**src/rtl/spi_pkg.sv**
```systemverilog
`default_nettype none
// ============================================================================
// Module   : spi_pkg
// Brief    : Shared SPI constants, FSM state type and status bit layout.
// Revision : 1.0 - initial release
// ============================================================================
package spi_pkg;

    localparam int SPI_DW = 8;

    typedef enum logic [0:0] {
        ST_IDLE   = 1'b0,
        ST_ACTIVE = 1'b1
    } spi_state_t;

    // Status bit positions, identical to the master's SPISR register
    localparam int SR_RX_VALID = 0;
    localparam int SR_TX_FULL  = 1;
    localparam int SR_OVERRUN  = 2;
    localparam int SR_UNDERRUN = 3;
    localparam int SR_ABORT    = 4;
    localparam int SR_W        = 5;

    function automatic logic [SPI_DW-1:0] tx_reload(
        input logic              full,
        input logic [SPI_DW-1:0] hold,
        input logic [SPI_DW-1:0] fill
    );
        return full ? hold : fill;
    endfunction

endpackage
`default_nettype wire

```
**src/rtl/spi_pin_sync.sv**
```systemverilog
`default_nettype none
// ============================================================================
// Module   : spi_pin_sync
// Brief    : Multi-stage pin synchroniser with single-cycle rise/fall pulses.
// Revision : 1.0 - initial release
// ============================================================================
module spi_pin_sync #(
    parameter int   STAGES    = 2,
    parameter logic RESET_VAL = 1'b0
) (
    input  logic clk,
    input  logic rst,
    input  logic din,
    output logic dout,
    output logic rise,
    output logic fall
);

    // STAGES must be at least 2 for metastability protection
    logic [STAGES-1:0] r_sync;
    logic              r_prev;

    always_ff @(posedge clk) begin
        if (rst) begin
            r_sync <= {STAGES{RESET_VAL}};
            r_prev <= RESET_VAL;
        end else begin
            r_sync <= {r_sync[STAGES-2:0], din};
            r_prev <= r_sync[STAGES-1];
        end
    end

    assign dout = r_sync[STAGES-1];
    assign rise = r_sync[STAGES-1] & ~r_prev;
    assign fall = ~r_sync[STAGES-1] & r_prev;

endmodule
`default_nettype wire

```
**src/rtl/spi_slave.sv**
```systemverilog
`default_nettype none
// ============================================================================
// Module   : spi_slave
// Brief    : Mode-0 SPI target, oversampled pins, byte TX/RX holding regs.
// Revision : 1.0 - initial release
// ============================================================================
module spi_slave
    import spi_pkg::*;
#(
    parameter int                SYNC_STAGES = 2,
    parameter logic [SPI_DW-1:0] IDLE_FILL   = 8'hFF
) (
    input  logic              clk,
    input  logic              rst,
    input  logic              SPI_CLK,
    input  logic              SPI_nSS,
    input  logic              SPI_MOSI,
    output logic              SPI_MISO,
    output logic              SPI_MISO_OE,
    input  logic [SPI_DW-1:0] tx_data,
    input  logic              tx_wr,
    output logic              tx_full,
    output logic [SPI_DW-1:0] rx_data,
    output logic              rx_valid,
    input  logic              rx_rd,
    input  logic              clr_err,
    output logic              overrun,
    output logic              underrun,
    output logic              abort,
    output logic              busy,
    output logic              irq
);

    logic w_sck_level_unused;
    logic w_sck_rise;
    logic w_sck_fall;
    logic w_nss;
    logic w_nss_rise;
    logic w_nss_fall;
    logic w_mosi;
    logic w_mosi_rise_unused;
    logic w_mosi_fall_unused;

    spi_pin_sync #(.STAGES(SYNC_STAGES), .RESET_VAL(1'b0)) u_sync_sck (
        .clk  (clk),
        .rst  (rst),
        .din  (SPI_CLK),
        .dout (w_sck_level_unused),
        .rise (w_sck_rise),
        .fall (w_sck_fall)
    );

    spi_pin_sync #(.STAGES(SYNC_STAGES), .RESET_VAL(1'b1)) u_sync_nss (
        .clk  (clk),
        .rst  (rst),
        .din  (SPI_nSS),
        .dout (w_nss),
        .rise (w_nss_rise),
        .fall (w_nss_fall)
    );

    spi_pin_sync #(.STAGES(SYNC_STAGES), .RESET_VAL(1'b0)) u_sync_mosi (
        .clk  (clk),
        .rst  (rst),
        .din  (SPI_MOSI),
        .dout (w_mosi),
        .rise (w_mosi_rise_unused),
        .fall (w_mosi_fall_unused)
    );

    spi_state_t        r_state;
    spi_state_t        w_state_nxt;
    logic              w_enter;
    logic              w_leave;

    logic [2:0]        r_cnt;
    logic [SPI_DW-1:0] r_tx_sh;
    logic [SPI_DW-1:0] r_rx_sh;
    logic [SPI_DW-1:0] r_tx_hold;
    logic [SPI_DW-1:0] r_rx_data;
    logic [SR_W-1:0]   r_status;
    logic              r_busy;

    always_ff @(posedge clk) begin
        if (rst) begin
            r_state <= ST_IDLE;
        end else begin
            r_state <= w_state_nxt;
        end
    end

    always_comb begin
        w_state_nxt = r_state;
        w_enter     = 1'b0;
        w_leave     = 1'b0;
        case (r_state)
            ST_IDLE: begin
                if (w_nss_fall) begin
                    w_state_nxt = ST_ACTIVE;
                    w_enter     = 1'b1;
                end
            end
            ST_ACTIVE: begin
                if (w_nss_rise) begin
                    w_state_nxt = ST_IDLE;
                    w_leave     = 1'b1;
                end
            end
            default: w_state_nxt = ST_IDLE;
        endcase
    end

    // SCK edges are ignored outside a frame and in the cycle the frame closes
    logic              w_in_frame;
    logic              w_rise_act;
    logic              w_fall_act;
    logic              w_done;
    logic              w_load;
    logic              w_tx_take;
    logic [SPI_DW-1:0] w_rx_byte;

    assign w_in_frame = (r_state == ST_ACTIVE) && !w_leave;
    assign w_rise_act = w_in_frame && w_sck_rise;
    assign w_fall_act = w_in_frame && w_sck_fall;
    assign w_done     = w_rise_act && (r_cnt == 3'd7);
    assign w_load     = w_enter || w_done;
    assign w_rx_byte  = {r_rx_sh[SPI_DW-2:0], w_mosi};
    // A load frees the holding register in the same cycle, so a coincident write lands
    assign w_tx_take  = tx_wr && (!r_status[SR_TX_FULL] || w_load);

    always_ff @(posedge clk) begin
        if (rst) begin
            r_cnt     <= 3'd0;
            r_tx_sh   <= '0;
            r_rx_sh   <= '0;
            r_tx_hold <= '0;
            r_rx_data <= '0;
            r_status  <= '0;
            r_busy    <= 1'b0;
        end else begin
            if (w_tx_take) begin
                r_tx_hold              <= tx_data;
                r_status[SR_TX_FULL]   <= 1'b1;
            end else if (w_load) begin
                r_status[SR_TX_FULL]   <= 1'b0;
            end

            if (w_enter) begin
                r_cnt <= 3'd0;
            end else if (w_rise_act) begin
                r_cnt <= r_cnt + 3'd1;
            end

            if (w_load) begin
                r_tx_sh <= tx_reload(r_status[SR_TX_FULL], r_tx_hold, IDLE_FILL);
            end else if (w_fall_act && (r_cnt != 3'd0)) begin
                r_tx_sh <= {r_tx_sh[SPI_DW-2:0], 1'b0};
            end

            if (w_rise_act) begin
                r_rx_sh <= w_rx_byte;
            end

            if (w_done && (!r_status[SR_RX_VALID] || rx_rd)) begin
                r_rx_data             <= w_rx_byte;
                r_status[SR_RX_VALID] <= 1'b1;
            end else if (rx_rd) begin
                r_status[SR_RX_VALID] <= 1'b0;
            end

            // Sticky flags: a set event outranks a simultaneous clear
            r_status[SR_OVERRUN]  <= (w_done && r_status[SR_RX_VALID] && !rx_rd)
                                   | (r_status[SR_OVERRUN] & ~clr_err);
            r_status[SR_UNDERRUN] <= (w_load && !r_status[SR_TX_FULL])
                                   | (r_status[SR_UNDERRUN] & ~clr_err);
            r_status[SR_ABORT]    <= (w_leave && (r_cnt != 3'd0))
                                   | (r_status[SR_ABORT] & ~clr_err);

            r_busy <= ~w_nss;
        end
    end

    assign SPI_MISO    = (r_state == ST_ACTIVE) ? r_tx_sh[SPI_DW-1] : 1'b1;
    assign SPI_MISO_OE = (r_state == ST_ACTIVE);
    assign tx_full     = r_status[SR_TX_FULL];
    assign rx_data     = r_rx_data;
    assign rx_valid    = r_status[SR_RX_VALID];
    assign overrun     = r_status[SR_OVERRUN];
    assign underrun    = r_status[SR_UNDERRUN];
    assign abort       = r_status[SR_ABORT];
    assign busy        = r_busy;
    assign irq         = r_status[SR_RX_VALID] | r_status[SR_OVERRUN] | r_status[SR_ABORT];

endmodule
`default_nettype wire
```
**config.mk**
```make
export PLATFORM = sky130hd
export DESIGN_NAME = spi_slave
export DESIGN_NICKNAME = d
export VERILOG_FILES = /design/src/rtl/spi_pkg.sv /design/src/rtl/spi_pin_sync.sv /design/src/rtl/spi_slave.sv
export SDC_FILE = /design/constraint.sdc
export NUM_CORES = 1
export LEC_CHECK = 0
export BUFFER_PORTS_ARGS = -buffer_cell sky130_fd_sc_hd__buf_2
export CAP_MARGIN = 20
export CELL_PAD_IN_SITES_DETAIL_PLACEMENT = 1
export CELL_PAD_IN_SITES_GLOBAL_PLACEMENT = 2
export CORE_MARGIN = 2
export CORE_UTILIZATION = 37
export DETAILED_ROUTE_END_ITERATION = 8
export PLACE_DENSITY_LB_ADDON = 0.1
export SYNTH_ARGS = -nofsm -noshare
export SYNTH_HDL_FRONTEND = slang
export SYNTH_HIERARCHICAL = 1
export SYNTH_SLANG_ARGS = --single-unit
```
**constraint.sdc**
```tcl
create_clock -name clk -period 3.2 [get_ports clk]
set_input_delay 0.64 -clock clk [delete_from_list [all_inputs] [get_ports clk]]
set_output_delay 0.64 -clock clk [all_outputs]
set_load 0.1 [all_outputs]
```
==> reports/metrics.yaml, run 1 <==
run_status:
  status: "complete, no violations"
global_routing:
  use_met3_pct: 4.253
  antenna_found_initial: 0
  grt_pass1_vias: 1464
  grt_busiest_layer: "met1"
  grt_usage_pct: 15.85
  met2_usage_pct: 21.90
  overflow: 0
  grt_max_degree: 56
  use_met1_pct: 23.67
  grt_pass1_wl_um: 7610
placed_design:
  buffer_ports.inserted: 32
  gp_congestion: 0.6881
  dp_hpwl_um: 3185
synth:
  synth.avg_cell_area_um2: 9.456
  yosys_warnings: 6
  synthCells: 217
  syn_nets: 236
  syn_area_um2: 2052
sta:
  finalHoldViolations: 0
  rsz0062_at_grt: "no"
  fmax_mhz: 493.1
  slew_headroom_pct: 42.62
  setup_total_negative_slack_ps: 0
  setup-violations-final: 0
  worstMarginPinSlew_ps: 860.6
  slew_violations: 0
  fin_skew_ps: 7.136
  post-route-min-period_ps: 2028
  fin_crit_sh_pct: 63.38
clocking:
  post-cts-setup-buffers: 0
  ctsResizeCount: 0
  cts_buffer_depth: 2
  numClockSinks: 49
  hold_buffers: 0
  cts-buffers-inserted: 5
  cts_max_level: 2
  clkSlewWorstSetupHoldPaths_ps: 90
  tritoncts: "yes"
  clockRootBuffer: "clkbuf_8"
  worstSkewPairLatency_ps: 300
setup_path:
  required_ps: 2560
  critPathTopFamily: "flip-flops"
  cp_cell_sequence: "buf_2"
  end_kind: "output port"
  path_class: "reg2out"
  crit_buf_inv: 1
  arrival_ps: 1390
  crit_fanout: 12
  critical_path.slowest_cell: "dfxtp_1"
  worstSetupStartpointType: "register"
  cp_slowest_stage_delay_ps: 580
cells_and_area:
  multi_input_area_um2: 993.5
  nets: 261
  final_util_pct: 43.36
  area_growth_syn_to_layout_pct: 14.94
  fillers: 641
  register_area_um2: 980.9
  drive_gt1_share_pct: 19.34
  insertedDiodeCount: 0
power:
  combPwrFrac_pct: 7.9
  cellPowerDensity_nw_per_um2: 497.8
  power.internal_mw: 0.8984
  seq_power_share_pct: 54.7
  peakVddDrop_mv: 0.2438
  p_sw_mw: 0.2758
  leakagePower_nw: 0.9749
  clockPowerShare_pct: 37.4
  power.share.switching_pct: 23.48
floorplanning:
  coreArea_um2: 5439
  dieArea_um2: 6158
  pin_count: 33
  die_x_um: 78.47
  start_util_pct: 37.73
  dieHeight_um: 78.47
  num_rows: 27
route:
  viasPerCell: 4.930
  dr.pass1.iters: 4
  drc_errors: 0
  num_vias: 1553
  antenna_left: 0
  wirelength_um: 4524
  wl_per_cell_um: 14.36
  drtIter0Drc: 112
flow_run:
  drv_cap: 0
min_path:
  hold_path_class: "reg2reg"
[cells in the final DEF (no fill, tap or decap), types with 2 or more instances in the layout]
| cell | n |
|---|---|
| nand2_1 | 2 |
| a21oi_1 | 19 |
| or3b_2 | 5 |
| ha_1 | 3 |
| a311oi_1 | 7 |
| buf_2 | 32 |
| and2b_1 | 2 |
| inv_1 | 4 |
| clkbuf_8 | 5 |
| nand2b_1 | 27 |
| mux2i_1 | 17 |
| nor2b_1 | 9 |
| nor2_1 | 14 |
| nand3_1 | 9 |
| o21ai_0 | 17 |
| or2_1 | 3 |
| or3b_1 | 2 |
| dfxtp_1 | 49 |
[power by group through the flow]
stage	Clock (mW)	Sequential (mW)	Combinational (mW)
2_1_floorplan	0	0.666	0.0581
3_3_place_gp	0	0.655	0.0910
3_5_place_dp	0	0.656	0.0942
4_1_cts	0.456	0.642	0.0945
5_1_grt	0.483	0.645	0.103
6_report	0.439	0.642	0.0929
[layer usage]
metal  vias up  routed length, um  part of all wire [%]
met3         4                163                   3.6
met4         0                 46                   1.0
met1       719               2380                    53
met2        35               1933                    43
met5         -                  0                     0
li1        795                  -                     -
[metrics by stage]
step	hold WS [ps]	setup WS (ps)	cells	area, um2	power (mW)
final	424.8	1172	315	2359	1.174
after global routing	450.6	1076	315	2359	1.231
after CTS	426.6	1146	315	2359	1.193
after detailed placement	403.6	1412	307	2247	0.7505
after global placement	385.7	1497	307	2247	0.7457
after floorplan	383.2	784.4	217	2052	0.7244
[path summary, 6_finish.rpt]
kind | startpoint | slack [ps] | cells after the start | end
max | r_status[1]$_SDFFE_PP0P_ | 1170 | 1 | tx_full
max reg2reg | r_cnt[0]$_SDFFE_PP0P_ | 1390 | 5 | r_tx_sh[1]$_SDFFE_PP0P_
min | u_sync_nss/r_sync[0]$_SDFF_PP1_ | 420 | 1 | u_sync_nss/r_sync[1]$_SDFF_PP1_
min reg2reg | u_sync_nss/r_sync[0]$_SDFF_PP1_ | 420 | 1 | u_sync_nss/r_sync[1]$_SDFF_PP1_
[registers in the layout (all words and copies together) (netlist names)]
| signal | count |
|---|---|
| u_sync_nss/r_prev | 1 |
| rx_data | 8 |
| r_tx_sh | 8 |
| u_sync_nss/r_sync | 2 |
| busy | 1 |
| SPI_MISO_OE | 1 |
| u_sync_sck/r_prev | 1 |
| r_rx_sh | 7 |
| r_status | 5 |
| u_sync_sck/r_sync | 2 |
| u_sync_mosi/r_sync | 2 |
| r_tx_hold | 8 |
| r_cnt | 3 |
[cell type report]
type | instances | area share [%]
tap | 72 | 3.820
inverter | 4 | 0.6366
multi-input combinational | 149 | 42.12
clock buffer | 6 | 3.077
clock inverter | 2 | 1.645
timing repair buffer | 33 | 7.109
sequential | 49 | 41.59
No activity file was read; power rests on OpenSTA's default activity.
==> run 2, diff against run 1 <==
- CORE_UTILIZATION: 37 -> 34
- clock period: 3.2 -> 1.9 ns (I/O delays scaled with it)
==> reports/metrics.yaml, run 2 (synthesis gave the netlist of run 1 again) <==
cells_and_area:
  register_area_um2: 982.2  # was 980.9 um2
  most-common-layout-cells: "48 x dfxtp_1, 32 x buf_2, 27 x nand2b_1, 19 x a21oi_1"  # was 49 x dfxtp_1, 32 x buf_2, 27 x nand2b_1, 19 x a21oi_1
  instances_no_fill: 324  # was 315
  nets: 267  # was 261
  insertedDiodeCount: 0  # unchanged
  multi_input_area_um2: 994.7  # was 993.5 um2
  drive_gt1_share_pct: 22.09  # was 19.34%
  area_growth_syn_to_layout_pct: 17.44  # was 14.94%
  final_common_cell: "dfxtp_1"  # unchanged
  fillers: 699  # was 641
route:
  viasPerCell: 4.787  # was 4.930
  num_vias: 1551  # was 1553
  wirelength_um: 4454  # was 4524 um
  drc_errors: 0  # unchanged
  wl_met3_um: 198  # was 163 um
  dr.max_layer_used: "met4"  # unchanged
  dr.pass1.iters: 4  # unchanged
  wl_met1_um: 2421  # was 2380 um
  wl_per_cell_um: 13.75  # was 14.36 um
  antenna_left: 0  # unchanged
  route.met2.wl_um: 1773  # was 1933 um
  drtIter0Drc: 53  # was 112
sta:
  fin_crit_sh_pct: 93.82
  post-route-min-period_ps: 1783
  slew_headroom_pct: 61.93  # was 42.62%
  fin_skew_ps: 8.454  # was 7.136 ps
  slew_violations: 0  # unchanged
  rsz0062_at_grt: "no"  # unchanged
  worstMarginPinSlew_ps: 569.9  # was 860.6 ps
  finalHoldViolations: 0  # unchanged
  hold_ws_ps: 246.8  # was 424.8 ps
  setup-violations-final: 0  # unchanged
  fmax_mhz: 561.0
power:
  leakagePower_nw: 1.002  # was 0.9749 nW
  power.share.switching_pct: 23.92  # was 23.48%
  seq_power_share_pct: 53.8  # was 54.7%
  clockPowerShare_pct: 37.7  # was 37.4%
  power.total_mw: 1.997  # was 1.174 mW
  peakVddDrop_mv: 0.4324  # was 0.2438 mV
  cellPowerDensity_nw_per_um2: 828.6  # was 497.8 nW/um2
  p_sw_mw: 0.4776  # was 0.2758 mW
  power.internal_mw: 1.519  # was 0.8984 mW
  combPwrFrac_pct: 8.5  # was 7.9%
setup_path:
  path_class: "reg2out"  # unchanged
  arrival_ps: 1400  # was 1390 ps
  worstSetupStartpointType: "register"  # unchanged
  regToRegEndpoint: "r_tx_sh[1]$_SDFFE_PP0P_"  # unchanged
  end_kind: "output port"  # unchanged
  crit_fanout: 4  # was 12
  required_ps: 1520  # was 2560 ps
  r2r-start: "r_cnt[0]$_SDFFE_PP0P_"  # unchanged
  reg2regPathDepth: 5  # unchanged
  reg2reg_slack_ps: 120  # was 1390 ps
clocking:
  clockRootBuffer: "clkbuf_8"  # unchanged
  numClockSinks: 49  # unchanged
  ctsResizeCount: 0  # unchanged
  post-cts-setup-buffers: 0  # unchanged
  cts-buffers-inserted: 5  # unchanged
  clkSlewWorstSetupHoldPaths_ps: 90  # about the same
  tritoncts: "yes"  # unchanged
  cts_buffer_depth: 2  # unchanged
  worstSkewPairLatency_ps: 300  # about the same
  cts_max_level: 2  # unchanged
  hold_buffers: 0  # unchanged
global_routing:
  antenna_found_initial: 0  # unchanged
  grt_max_degree: 24  # was 56
  grt_pass1_vias: 1453  # was 1464
  grt_pass1_wl_um: 7196  # was 7610 um
  grt_usage_pct: 14.18  # was 15.85%
  overflow: 0  # unchanged
floorplanning:
  start_util_pct: 34.86  # was 37.73%
  coreArea_um2: 5886  # was 5439 um2
  dieHeight_um: 81.69  # was 78.47 um
  pin_count: 33  # unchanged
  dieArea_um2: 6672  # was 6158 um2
  die_x_um: 81.69  # was 78.47 um
  num_rows: 28  # was 27
placed_design:
  dp_cells: 316  # was 307
  gp_congestion: 0.7696  # was 0.6881
  dp_hpwl_um: 3103  # was 3185 um
  buffer_ports.inserted: 32  # unchanged
flow_run:
  drv_cap: 0  # unchanged
min_path:
  hold_path.startpoint: "SPI_nSS"  # was u_sync_nss/r_sync[0]$_SDFF_PP1_
  min_path_cells: 2  # was 1
  hold_path_class: "in2reg"  # was reg2reg
  whs_endpoint: "u_sync_nss/r_sync[0]$_SDFF_PP1_"  # was u_sync_nss/r_sync[1]$_SDFF_PP1_
run_status:
  status: "complete, no violations"  # unchanged
## run 2: how the worst max path moves through the flow
stage / from / to / slack, ps
2_1_floorplan: r_status[0]$_SDFFE_PP0P_ / irq / -20
3_3_place_gp: u_sync_nss/r_sync[1]$_SDFF_PP1_ / r_tx_sh[1]$_SDFFE_PP0P_ / 190
3_5_place_dp: r_cnt[0]$_SDFFE_PP0P_ / r_tx_sh[1]$_SDFFE_PP0P_ / 160
4_1_cts: r_status[0]$_SDFFE_PP0P_ / irq / 100
5_1_grt: r_cnt[0]$_SDFFE_PP0P_ / r_tx_sh[2]$_SDFFE_PP0P_ / 2
6_report: r_status[0]$_SDFFE_PP0P_ / irq / 120
## run 2: worst max-delay path, stage by stage, from the launching register on
cell and delay (ps):
dfxtp_1 340, or3_2 460, buf_2 300
## run 2: area by class of cell
class,instances,share of cell area (%)
inverter,4,0.6231
tap,75,3.894
clock buffer,6,3.011
timing repair buffer,39,8.827
multi-input combinational,149,41.28
sequential,49,40.76
clock inverter,2,1.610
## run 2: power by group through the flow
stage,Sequential (mW),Clock [mW],Combinational [mW]
floorplan,1.12,0,0.0978
global placement,1.10,0,0.168
detailed placement,1.10,0,0.171
CTS,1.08,0.790,0.172
global route,1.08,0.809,0.184
finish,1.08,0.752,0.169
## run 2: layer usage
layer	GRT usage, %	vias up
met4	5.000	0
met1	21.43	706
met5	0	-
li1	-	809
met2	19.18	30
met3	3.736	6
## run 2: per-stage QoR
step / TNS (ps) / utilization [%] / setup slack (ps) / cell area (um2)
after floorplan: -20.34 / - / -20.34 / 2054
after global placement: 0 / 39.05 / 185.4 / 2298
after detailed placement: 0 / 39.05 / 155.0 / 2298
after CTS: 0 / 40.94 / 95.44 / 2410
after global routing: 0 / 40.94 / 1.967 / 2410
final: 0 / 40.94 / 117.4 / 2410
